--- config.mk ---
export PLATFORM = sky130hd
export DESIGN_NAME = mdu_issue_ctrl_flat
export DESIGN_NICKNAME = d
export VERILOG_FILES = /design/src/rtl/mdu_issue_if.sv /design/src/rtl/mdu_issue_ctrl.sv /design/src/flat_wrapper.sv
export SDC_FILE = /design/constraint.sdc
export NUM_CORES = 1
export LEC_CHECK = 0
export CELL_PAD_IN_SITES_DETAIL_PLACEMENT = 0
export CELL_PAD_IN_SITES_GLOBAL_PLACEMENT = 1
export CORE_MARGIN = 8
export CORE_UTILIZATION = 35
export DETAILED_ROUTE_END_ITERATION = 10
export GPL_TIMING_DRIVEN = 0
export PLACE_DENSITY = 0.8
export SLEW_MARGIN = 20
export SYNTH_ARGS = -nofsm -noshare
export SYNTH_HDL_FRONTEND = slang
export SYNTH_SLANG_ARGS = --single-unit
--- constraint.sdc ---
create_clock -name clk -period 3.4 [get_ports clk]
set_clock_uncertainty 0.05 [all_clocks]
set_input_delay 0.68 -clock clk [delete_from_list [all_inputs] [get_ports clk]]
set_output_delay 0.68 -clock clk [all_outputs]
set_load 0.01 [all_outputs]
--- src/rtl/mdu_issue_if.sv ---
// Handshake bundle between E-stage control and the MDU issue sequencer.
interface mdu_issue_if;
    logic       e_valid;
    logic       e_flush;
    logic [3:0] e_op;
    logic       d_uses_mdu;
    logic       mdu_start;
    logic [3:0] mdu_op;
    logic       stall;
    logic       busy;
    logic [1:0] state;
    logic       err;

    modport master (
        output e_valid, e_flush, e_op, d_uses_mdu,
        input  mdu_start, mdu_op, stall, busy, state, err
    );

    modport slave (
        input  e_valid, e_flush, e_op, d_uses_mdu,
        output mdu_start, mdu_op, stall, busy, state, err
    );
endinterface

--- src/rtl/mdu_issue_ctrl.sv ---
// MDU issue sequencer: start pulse, latency countdown, D-stage stall
// and sticky error on attempts to use the unit while it is occupied.
module mdu_issue_ctrl #(
    parameter int MUL_LAT = 5,
    parameter int DIV_LAT = 10,
    parameter int CNT_W   = 4
) (
    input logic        clk,
    input logic        reset,
    mdu_issue_if.slave bus
);

    typedef enum logic [1:0] {
        IDLE = 2'd0,
        MUL  = 2'd1,
        DIV  = 2'd2
    } state_t;

    state_t           state_q;
    logic [CNT_W-1:0] count_q;
    logic             err_q;

    logic e_live;
    logic issue_ok;
    logic is_arith;
    logic is_mul;
    logic is_move;
    logic start;
    logic viol;

    always_comb begin
        e_live   = bus.e_valid & ~bus.e_flush;
        issue_ok = e_live & (state_q == IDLE) & ~reset;
        is_mul   = (bus.e_op == 4'd1) | (bus.e_op == 4'd2);
        is_arith = (bus.e_op >= 4'd1) & (bus.e_op <= 4'd4);
        is_move  = (bus.e_op >= 4'd5) & (bus.e_op <= 4'd8);
        start    = issue_ok & is_arith;
        viol     = e_live & (is_arith | is_move) & (state_q != IDLE);
    end

    // Reset gating keeps outputs quiet even though inputs may be live.
    always_comb begin
        bus.mdu_start = start;
        bus.mdu_op    = (issue_ok & (is_arith | is_move)) ? bus.e_op : 4'd0;
        bus.busy      = ~reset & (start | (state_q != IDLE));
        bus.stall     = bus.d_uses_mdu & bus.busy;
        bus.state     = state_q;
        bus.err       = err_q;
    end

    always_ff @(posedge clk or posedge reset) begin
        if (reset) begin
            state_q <= IDLE;
            count_q <= '0;
            err_q   <= 1'b0;
        end else begin
            if (viol)
                err_q <= 1'b1;
            unique case (state_q)
                IDLE: begin
                    if (start) begin
                        state_q <= is_mul ? MUL : DIV;
                        count_q <= is_mul ? CNT_W'(MUL_LAT)
                                          : CNT_W'(DIV_LAT);
                    end
                end
                MUL, DIV: begin
                    if (count_q == CNT_W'(1)) begin
                        state_q <= IDLE;
                        count_q <= '0;
                    end else begin
                        count_q <= count_q - CNT_W'(1);
                    end
                end
                default: begin
                    state_q <= IDLE;
                    count_q <= '0;
                end
            endcase
        end
    end

endmodule

--- src/flat_wrapper.sv ---
// flat-port wrapper written by rule: the top's interface ports become plain ports
module mdu_issue_ctrl_flat 
#(
    parameter int MUL_LAT = 5,
    parameter int DIV_LAT = 10,
    parameter int CNT_W   = 4
)
  (clk, reset, bus_e_valid, bus_e_flush, bus_e_op, bus_d_uses_mdu, bus_mdu_start, bus_mdu_op, bus_stall, bus_busy, bus_state, bus_err);
  mdu_issue_if bus_i ();
  input logic clk;
  input logic reset;
  input wire logic [$bits(bus_i.e_valid)-1:0] bus_e_valid;
  input wire logic [$bits(bus_i.e_flush)-1:0] bus_e_flush;
  input wire logic [$bits(bus_i.e_op)-1:0] bus_e_op;
  input wire logic [$bits(bus_i.d_uses_mdu)-1:0] bus_d_uses_mdu;
  output wire logic [$bits(bus_i.mdu_start)-1:0] bus_mdu_start;
  output wire logic [$bits(bus_i.mdu_op)-1:0] bus_mdu_op;
  output wire logic [$bits(bus_i.stall)-1:0] bus_stall;
  output wire logic [$bits(bus_i.busy)-1:0] bus_busy;
  output wire logic [$bits(bus_i.state)-1:0] bus_state;
  output wire logic [$bits(bus_i.err)-1:0] bus_err;
  assign bus_i.e_valid = bus_e_valid;
  assign bus_i.e_flush = bus_e_flush;
  assign bus_i.e_op = bus_e_op;
  assign bus_i.d_uses_mdu = bus_d_uses_mdu;
  assign bus_mdu_start = bus_i.mdu_start;
  assign bus_mdu_op = bus_i.mdu_op;
  assign bus_stall = bus_i.stall;
  assign bus_busy = bus_i.busy;
  assign bus_state = bus_i.state;
  assign bus_err = bus_i.err;
  mdu_issue_ctrl #(.MUL_LAT(MUL_LAT), .DIV_LAT(DIV_LAT), .CNT_W(CNT_W)) u_core (.clk(clk), .reset(reset), .bus(bus_i));
endmodule
After elaboration in Yosys (flattened, before gate mapping)
Cells that the tools add are included.
{ "classes": {"muxes": 9, "magnitude_cmp": 4, "add_sub_neg": 1, "n_reduce_logical": 4, "n_eq_ne": 7, "bitwise_logic": 16} }
{ "op_table": {"columns": ["cell", "n"], "rows": [
  ["$mux W4", 4],
  ["$and A1 B1 Y1", 11],
  ["$eq A4 B1 Y1 const B", 2],
  ["$pmux W4 S2", 1],
  ["$mux W2", 3],
  ["$eq A4 B2 Y1 const B", 1],
  ["$ge A4 B1 Y1 const B", 1],
  ["$ge A4 B3 Y1 const B", 1],
  ["$le A4 B3 Y1 const B", 1],
  ["$le A4 B4 Y1 const B", 1],
  ["$ne A2 B1 Y1 const B", 2],
  ["$pmux W2 S2", 1],
  ["$sub A4 B1 Y4 const B", 1],
  ["$or A1 B1 Y1", 3],
  ["$eq A2 B1 Y1 const B", 1],
  ["$eq A2 B2 Y1 const B", 1],
  ["$logic_not A2 Y1", 1],
  ["$not A1 Y1", 2],
  ["$reduce_and A2 Y1", 1],
  ["$reduce_bool A2 Y1", 1],
  ["$reduce_or A2 Y1", 1]
]} }
{ "totals": {"wordCells": 44, "in_bits": 9, "regBits": 7, "out_inout_bits": 10} }

Longest topological paths before layout
Gate-level depths: netlist of the first run.
{ "depth": {"ltp_word": 8, "mapped_depth": 7, "mapped_depth_nobuf": 6} }

Least setup slack after synthesis of the first run
OpenSTA, ideal clock, no wires.
{ "synth_path": {"path_kind": "input -> output", "startpoint": "input bus_e_op[3]", "endpoint": "output bus_stall", "t_arrival_ps": 1835, "n_path_buf": 1, "path_slack_ps": 835, "t_required_ps": 2670, "path_stages": 5, "cell_sequence": "nand4bb_4 -> o41a_1 -> buf_6 -> nor2_1 -> and2_1"} }
{ "synth_between": {"elab_chain_len": 6, "word_cells_on_any_way": 7, "cone_classes": "order compare: 2; bitwise: 5"} }
{ "synth_lines": {"columns": ["item", "line_no", "rtl"], "rows": [
  ["start, declared", "flat_wrapper.sv:14", "input wire logic [$bits(bus_i.e_op)-1:0] bus_e_op;"],
  ["$ge A4 B1 Y1 or $le A4 B3 Y1 (tied branches)", "mdu_issue_ctrl.sv:35", "is_arith = (bus.e_op >= 4'd1) & (bus.e_op <= 4'd4);"],
  ["$and A1 B1 Y1 *", "mdu_issue_ctrl.sv:35", null],
  ["$and A1 B1 Y1 *", "mdu_issue_ctrl.sv:37", "start = issue_ok & is_arith;"],
  ["$or A1 B1 Y1 *", "mdu_issue_ctrl.sv:45", "bus.busy = ~reset & (start | (state_q != IDLE));"],
  ["$and A1 B1 Y1 *", "mdu_issue_ctrl.sv:45", null],
  ["named net bus_busy", "flat_wrapper.sv:19", "output wire logic [$bits(bus_i.busy)-1:0] bus_busy;"],
  ["$and A1 B1 Y1 *", "mdu_issue_ctrl.sv:46", "bus.stall = bus.d_uses_mdu & bus.busy;"],
  ["end, declared", "flat_wrapper.sv:18", "output wire logic [$bits(bus_i.stall)-1:0] bus_stall;"]
]} }
Mark *: on every way through the listed nets, which the timed path passes. The rest lies on a longest branch.

Worst setup path after layout of the first run
{ "layout_path": {"startpoint": "input bus_e_valid", "endpoint": "output bus_stall"} }
{ "layout_between": {"elab_chain_len": 7} }
{ "layout_lines": {"columns": ["item", "line_no", "rtl"], "rows": [
  ["start, declared", "flat_wrapper.sv:12", "input wire logic [$bits(bus_i.e_valid)-1:0] bus_e_valid;"],
  ["$and A1 B1 Y1", "mdu_issue_ctrl.sv:32", "e_live = bus.e_valid & ~bus.e_flush;"],
  ["$and A1 B1 Y1 (2 in a row)", "mdu_issue_ctrl.sv:33", "issue_ok = e_live & (state_q == IDLE) & ~reset;"],
  ["$and A1 B1 Y1", "mdu_issue_ctrl.sv:37", null],
  ["$or A1 B1 Y1", "mdu_issue_ctrl.sv:45", null],
  ["$and A1 B1 Y1", "mdu_issue_ctrl.sv:45", null],
  ["$and A1 B1 Y1", "mdu_issue_ctrl.sv:46", null]
]} }
No other way between the ends.

==> results of run 1 <==
layout by cell type (no fill, tap or decap), drive strengths merged, types with 2 or more instances in the layout:
cell type,count
a211oi,2
a21boi,2
and2,4
clkbuf,4
clkdlybuf4s50,12
dfrtp,7
dlygate4sd2,2
dlymetal6s2s,4
ha,4
inv,6
nand2b,3
nor3,3
nor3b,2
nor4,2
o21a,2
o2bb2ai,2
o31ai,4
or4,2
per-stage QoR:
step                 util  total power, W  area (sq um)
floorplan               -        0.000312           576
global placement    0.509        0.000393           776
detailed placement  0.509        0.000395           776
CTS                 0.525        0.000476           800
global route        0.534        0.000509           815
finish              0.534        0.000469           815
synthesized netlist by cell type:
library cell,number
buf_6,1
nand2b_1,3
nor2_1,1
o21a_1,2
o41a_1,1
or2_1,1
a21boi_0,2
nor2b_1,1
nor4bb_1,1
and2_1,4
ha_1,4
a21o_2,1
nor3b_1,2
nand4b_1,1
nor4_1,2
or4_1,2
nand4bb_4,1
inv_1,6
nand2_1,1
dfrtp_1,7
a211oi_1,2
nand3_1,1
nor3_1,3
o21bai_1,1
o21ai_0,1
a211o_2,1
o2bb2ai_1,2
xnor2_1,1
o31ai_1,4
cell families after synthesis:
logic type                 after synthesis  synth area share
buffers and inverters                    7            0.0587
DFF                                      7             0.304
and+or+nand+nor                         24             0.300
AOI/OAI and AO/OA                       17             0.235
adders and majority gates                4            0.0870
xor gates and xnor gates                 1            0.0152
metal layers:
| metal | vias to the layer above | wire length (um) |
|---|---|---|
| li1 | 271 | - |
| met1 | 265 | 690 |
| met4 | 0 | 14 |
| met5 | - | 0 |
| met2 | 17 | 681 |
| met3 | 2 | 115 |
repair_timing:
action | in CTS | in global routing
buffers inserted | 0 | 0
endpoints found under the setup margin | 2 | 4
resized for setup | 2 | 5
gates cloned | 0 | 0
flip-flops by register name (all words and copies together), names as in the netlist:
register          count
u_core.bus.err        1
u_core.bus.state      2
u_core.count_q        4
area by class of cell:
type,instances,area (sq um)
Fill cell,160,709
Multi-Input combinational cell,46,372
Timing Repair Buffer,18,188
Sequential cell,7,175
Clock buffer,4,26.3
Inverter,6,22.5
Tap cell,16,20.0
Buffer,1,11.3
power by group:
group / switching [W] / internal (W) / total [W]
logic: 0.000115 / 0.000130 / 0.000244
clock network: 0.0000311 / 0.0000448 / 0.0000759
registers: 0.0000310 / 0.000118 / 0.000149
total: 0.000177 / 0.000292 / 0.000469
worst min path at each step:
| stage | end | cells past startpoint | slack, ns |
|---|---|---|---|
| 2_1_floorplan | u_core.bus.err | 1 | 0.43 |
| 3_3_place_gp | u_core.bus.err | 1 | 0.42 |
| 3_5_place_dp | u_core.bus.err | 1 | 0.42 |
| 4_1_cts | u_core.bus.err | 1 | 0.43 |
| 5_1_grt | u_core.bus.err | 1 | 0.45 |
| 6_report | u_core.bus.err | 1 | 0.43 |
==> results.cfg, run 1 <==
[pwr]
pwr_density_cell_nw_per_um2 = 576
p_leak_nw = 0.369
peakVddDrop_mv = 0.437

[route]
dr_total_vias = 555
ant_nets = 0
firstDrtPassIters = 2
wl_mm = 1.50
drc = 0
drt-initial-drc-count = 6
wl_per_cell_um = 15.3
via_per_inst = 5.66

[synthesis]
synth.cell_area_sq_um = 576
yosys_warnings = 0
synth_fp_nets = 73
yosys.cell_types.count = 29
synth_area_per_cell_sq_um = 9.59
netlist_instances = 60
synth.largest_area_cell = dfrtp_1
yosysSeqAreaShare = 0.304
synth.area.top_cells = dfrtp_1 (30%), ha_1 (8.7%), o31ai_1 (5.2%)
ys_ff_latch = 7
yosys.area.top_type_share = 0.304

[worst_setup_path]
path_buf_inv = 3
critical_path_arrival_ns = 2.40
path_class = in2out
r2r_start = u_core.bus.state[0]
reg2reg_depth = 7
critical_path_required_ns = 2.67
crit_chain = clkdlybuf4s50_1 > nand4bb_4 > o41a_1 > buf_6 > nor2_1 > and2_1 > dlygate4sd2_1
start_kind = input port
ff2ff_setup_slack_ns = 1.39
endpoint_kind = output pin
crit_end = bus_stall
cp-startpoint = bus_e_valid
crit_cells = 7
crit_fanout = 10
slowest_delay_ns = 0.52
rr_endpoint = u_core.bus.state[0]
cp_top_family = buffers and inverters
slowest_stage = clkdlybuf4s50_1

[grt]
grt_overflow = 0
grt_max_degree = 11
grt_pass1_vias = 566
grt_util_met2 = 0.139
grt.busiest_layer = met2
grt_first_pass_wirelength_mm = 2.50
use_met1 = 0.109
antenna_found_initial = 0
grt_use_met3 = 0.0494
track_usage = 0.0956

[min_path]
worstHoldStart = u_core.bus.err
min_path_type = reg2reg

[flow_run]
cap_violations = 0

[floorplan]
fp.dieW_um = 56.6
core_sq_um = 1520
dieArea_sq_um = 3200
initial_core_util = 0.378
io_pins = 19
rows = 14
die_h_um = 56.6

[timing]
post-route-min-period_ns = 3.13
worst_pin_slew_ns = 0.444
rsz0062_at_grt = no
finalHoldViolations = 0
finalSetupTns_ns = 0
setup_viol = 0
slew-limit-headroom = 0.701
fmax_mhz = 320
fin_crit_sh = 0.921
setup_slack_ns = 0.270
drv_slew = 0
timing.hold.ws_ns = 0.426

[cts]
cts_tree = built
clock_latency_ns = 0.25
clkSinkCount = 7
cts_hold_buffers = 0
cts_buffers = 3
htree_levels = 1
clk_pin_slew_ns = 0.05
clockBufferDepth = 2
root_buffer = clkbuf_4

[finish]
synthToLayoutAreaGrowth_pct = 41.5
drive_gt1_frac = 0.0976
final_nets = 96
n_antenna_cell = 0
finalNonFillerCells = 98

[placement]
dp_cells = 94
dp_hpwl_mm = 1.15
dp_worst_setup_slack_ns = -0.117
port_buffers = 18
place.gp.congestion = 0.793

[status]
status = finished clean
Note: power is estimated with default switching activity, not from simulation.
==> run 2: changes to the inputs <==
--- a/config.mk
+++ b/config.mk
@@ -7,11 +7,12 @@
 export LEC_CHECK = 0
 export CELL_PAD_IN_SITES_DETAIL_PLACEMENT = 0
 export CELL_PAD_IN_SITES_GLOBAL_PLACEMENT = 1
-export CORE_MARGIN = 8
-export CORE_UTILIZATION = 35
+export CORE_MARGIN = 1.5
+export CORE_UTILIZATION = 29
 export DETAILED_ROUTE_END_ITERATION = 10
 export GPL_TIMING_DRIVEN = 0
-export PLACE_DENSITY = 0.8
+export PLACE_DENSITY = 0.7
+export REMOVE_ABC_BUFFERS = 1
 export SLEW_MARGIN = 20
 export SYNTH_ARGS = -nofsm -noshare
 export SYNTH_HDL_FRONTEND = slang
==> constraint.sdc (replaced) <==
create_clock -name clk -period 2.8 [get_ports clk]
set_clock_uncertainty 0.05 [all_clocks]
set_input_delay 0.56 -clock clk [delete_from_list [all_inputs] [get_ports clk]]
set_output_delay 0.56 -clock clk [all_outputs]
set_load 0.01 [all_outputs]
==> run 2 against run 1 <==
Net effect: clock-buffer cell count is the same; final cell count up 9.2%; core utilization fell by 8.3 points; first-iteration DRC count rose by 17%; flip-flop and latch count stayed put; clock power up 26%; sequential share of layout area hardly changed; worst setup slack worse by 0.20 ns; combinational power up 18%.
==> results.cfg, run 2 (same netlist as run 1, synthesis figures left out) <==
[status]
status = finished clean

[grt]
grt_first_pass_wirelength_mm = 2.17
track_usage = 0.143
grt_pass1_vias = 500
grt_max_degree = 10
antenna_found_initial = 0
grt_overflow = 0

[finish]
regMostFlops = u_core.count_q
layout_common_cells = dlygate4sd2_1 (11), clkdlybuf4s50_1 (7), dfrtp_1 (7)
synthToLayoutAreaGrowth_pct = 41.3
n_antenna_cell = 0
fillers = 193
largest_reg_flops = 4
seq_area_sq_um = 175
drive_gt1_frac = 0.110
fin_area_sq_um = 813
multi_input_area_sq_um = 384
final_nets = 96
layout_commonest_cell = dlygate4sd2_1

[worst_setup_path]
crit_fanout = 3
critical_path_arrival_ns = 2.12
cp_top_family = buffers and inverters
path_common_cell = clkdlybuf4s50_1
start_kind = input port
path_class = in2out
slowest_delay_ns = 0.59
endpoint_kind = output pin
slowest_stage = clkdlybuf4s50_1
critical_path_required_ns = 2.19
crit_chain = clkdlybuf4s50_1 > nand4bb_4 > nor4_4 > clkdlybuf4s50_1
path_buf_inv = 2

[flow_run]
cap_violations = 0

[timing]
drv_slew = 0
fmax_mhz = 367
finalSetupTns_ns = 0
fin_crit_sh = 0.974
slew-limit-headroom = 0.691
finalHoldViolations = 0
rsz0062_at_grt = no
setup_viol = 0
post-route-min-period_ns = 2.73
worst_pin_slew_ns = 0.460

[cts]
clockBufferDepth = 2
cts_buffers = 3
clkSinkCount = 7
root_buffer = clkbuf_4
cts_tree = built
htree_levels = 1
clk_pin_slew_ns = 0.06
clock_latency_ns = 0.26

[placement]
placed_area_sq_um = 776
port_buffers = 18
dp_hpwl_mm = 1.01
place.gp.congestion = 0.749

[floorplan]
die_h_um = 47.6
core_sq_um = 1800
io_pins = 19
dieArea_sq_um = 2260
fp.dieW_um = 47.6
rows = 15
initial_core_util = 0.319

[route]
drt-initial-drc-count = 7
firstDrtPassIters = 2
wl_mm = 1.32
ant_nets = 0
dr_total_vias = 538
wl_per_cell_um = 12.3
via_per_inst = 5.03
drc = 0

[pwr]
peakVddDrop_mv = 0.431
p_leak_nw = 0.346
pwr_density_cell_nw_per_um2 = 692

[min_path]
min_path_type = reg2reg
run 2: changes by cell type in the layout (fill, tap and decap cells not counted), sizes merged:
| cell | delta |
|---|---|
| dlygate4sd2 | +9 |
| clkdlybuf4s50 | -5 |
| dlymetal6s2s | -4 |
run 2: timing repair:
item,4_1_cts,5_1_grt
hold endpoints to repair,0,0
setup buffers,1,0
hold buffers,0,0
resized for setup,12,2
endpoints found under the setup margin,6,1
pin swaps,1,0
run 2: area by class of cell:
cell class	instances	share of cell area
Clock buffer	4	0.0323
Timing Repair Buffer	19	0.214
Sequential cell	7	0.215
Inverter	6	0.0277
Tap cell	25	0.0385
Multi-Input combinational cell	46	0.472
run 2: routing by layer:
metal,part of all wire,vias to the layer above,track usage
li1,-,272,-
met1,0.51,252,0.199
met2,0.43,12,0.192
met3,0.052,2,0.0679
met4,0.0083,0,0.0486
met5,0,-,0
run 2: path summary, 6_finish.rpt:
path	end	from	depth (start not counted)	slack, ns
setup / recovery	bus_mdu_start	bus_e_flush	4	0.07
hold / removal	u_core.bus.err	u_core.bus.err	1	0.43
setup reg to reg	u_core.bus.state[1]	u_core.bus.state[0]	7	0.86
hold reg to reg	u_core.bus.err	u_core.bus.err	1	0.43
max in group asynchronous	u_core.count_q[3]	reset	2	2.03
min in group asynchronous	u_core.count_q[2]	reset	2	0.45
run 2: power breakdown:
part,internal [W],leakage (nW),switching [W]
clock network,0.0000546,0.0150,0.0000410
registers,0.000143,0.0882,0.0000373
logic,0.000152,0.243,0.000136
run 2: worst register-to-register path: stages, from the launching register on:
cell       delay, ns
dfrtp_1         0.41
inv_1           0.07
ha_2            0.24
nand4bb_4       0.15
o41a_1          0.36
buf_4           0.18
or2_1           0.23
o2bb2ai_1       0.13
run 2: stage by stage:
| stage | total power [W] | std cells | hold slack [ns] | setup WS, ns | util |
|---|---|---|---|---|---|
| 3_3_place_gp | 0.000465 | 102 | 0.415 | -0.526 | 0.431 |
| 2_1_floorplan | 0.000366 | 59 | 0.313 | 0.383 | - |
| 3_5_place_dp | 0.000463 | 102 | 0.420 | -0.531 | 0.431 |
| 4_1_cts | 0.000565 | 107 | 0.427 | 0.0251 | 0.445 |
| 5_1_grt | 0.000617 | 107 | 0.469 | 0.0153 | 0.451 |
| 6_report | 0.000563 | 107 | 0.430 | 0.0733 | 0.451 |
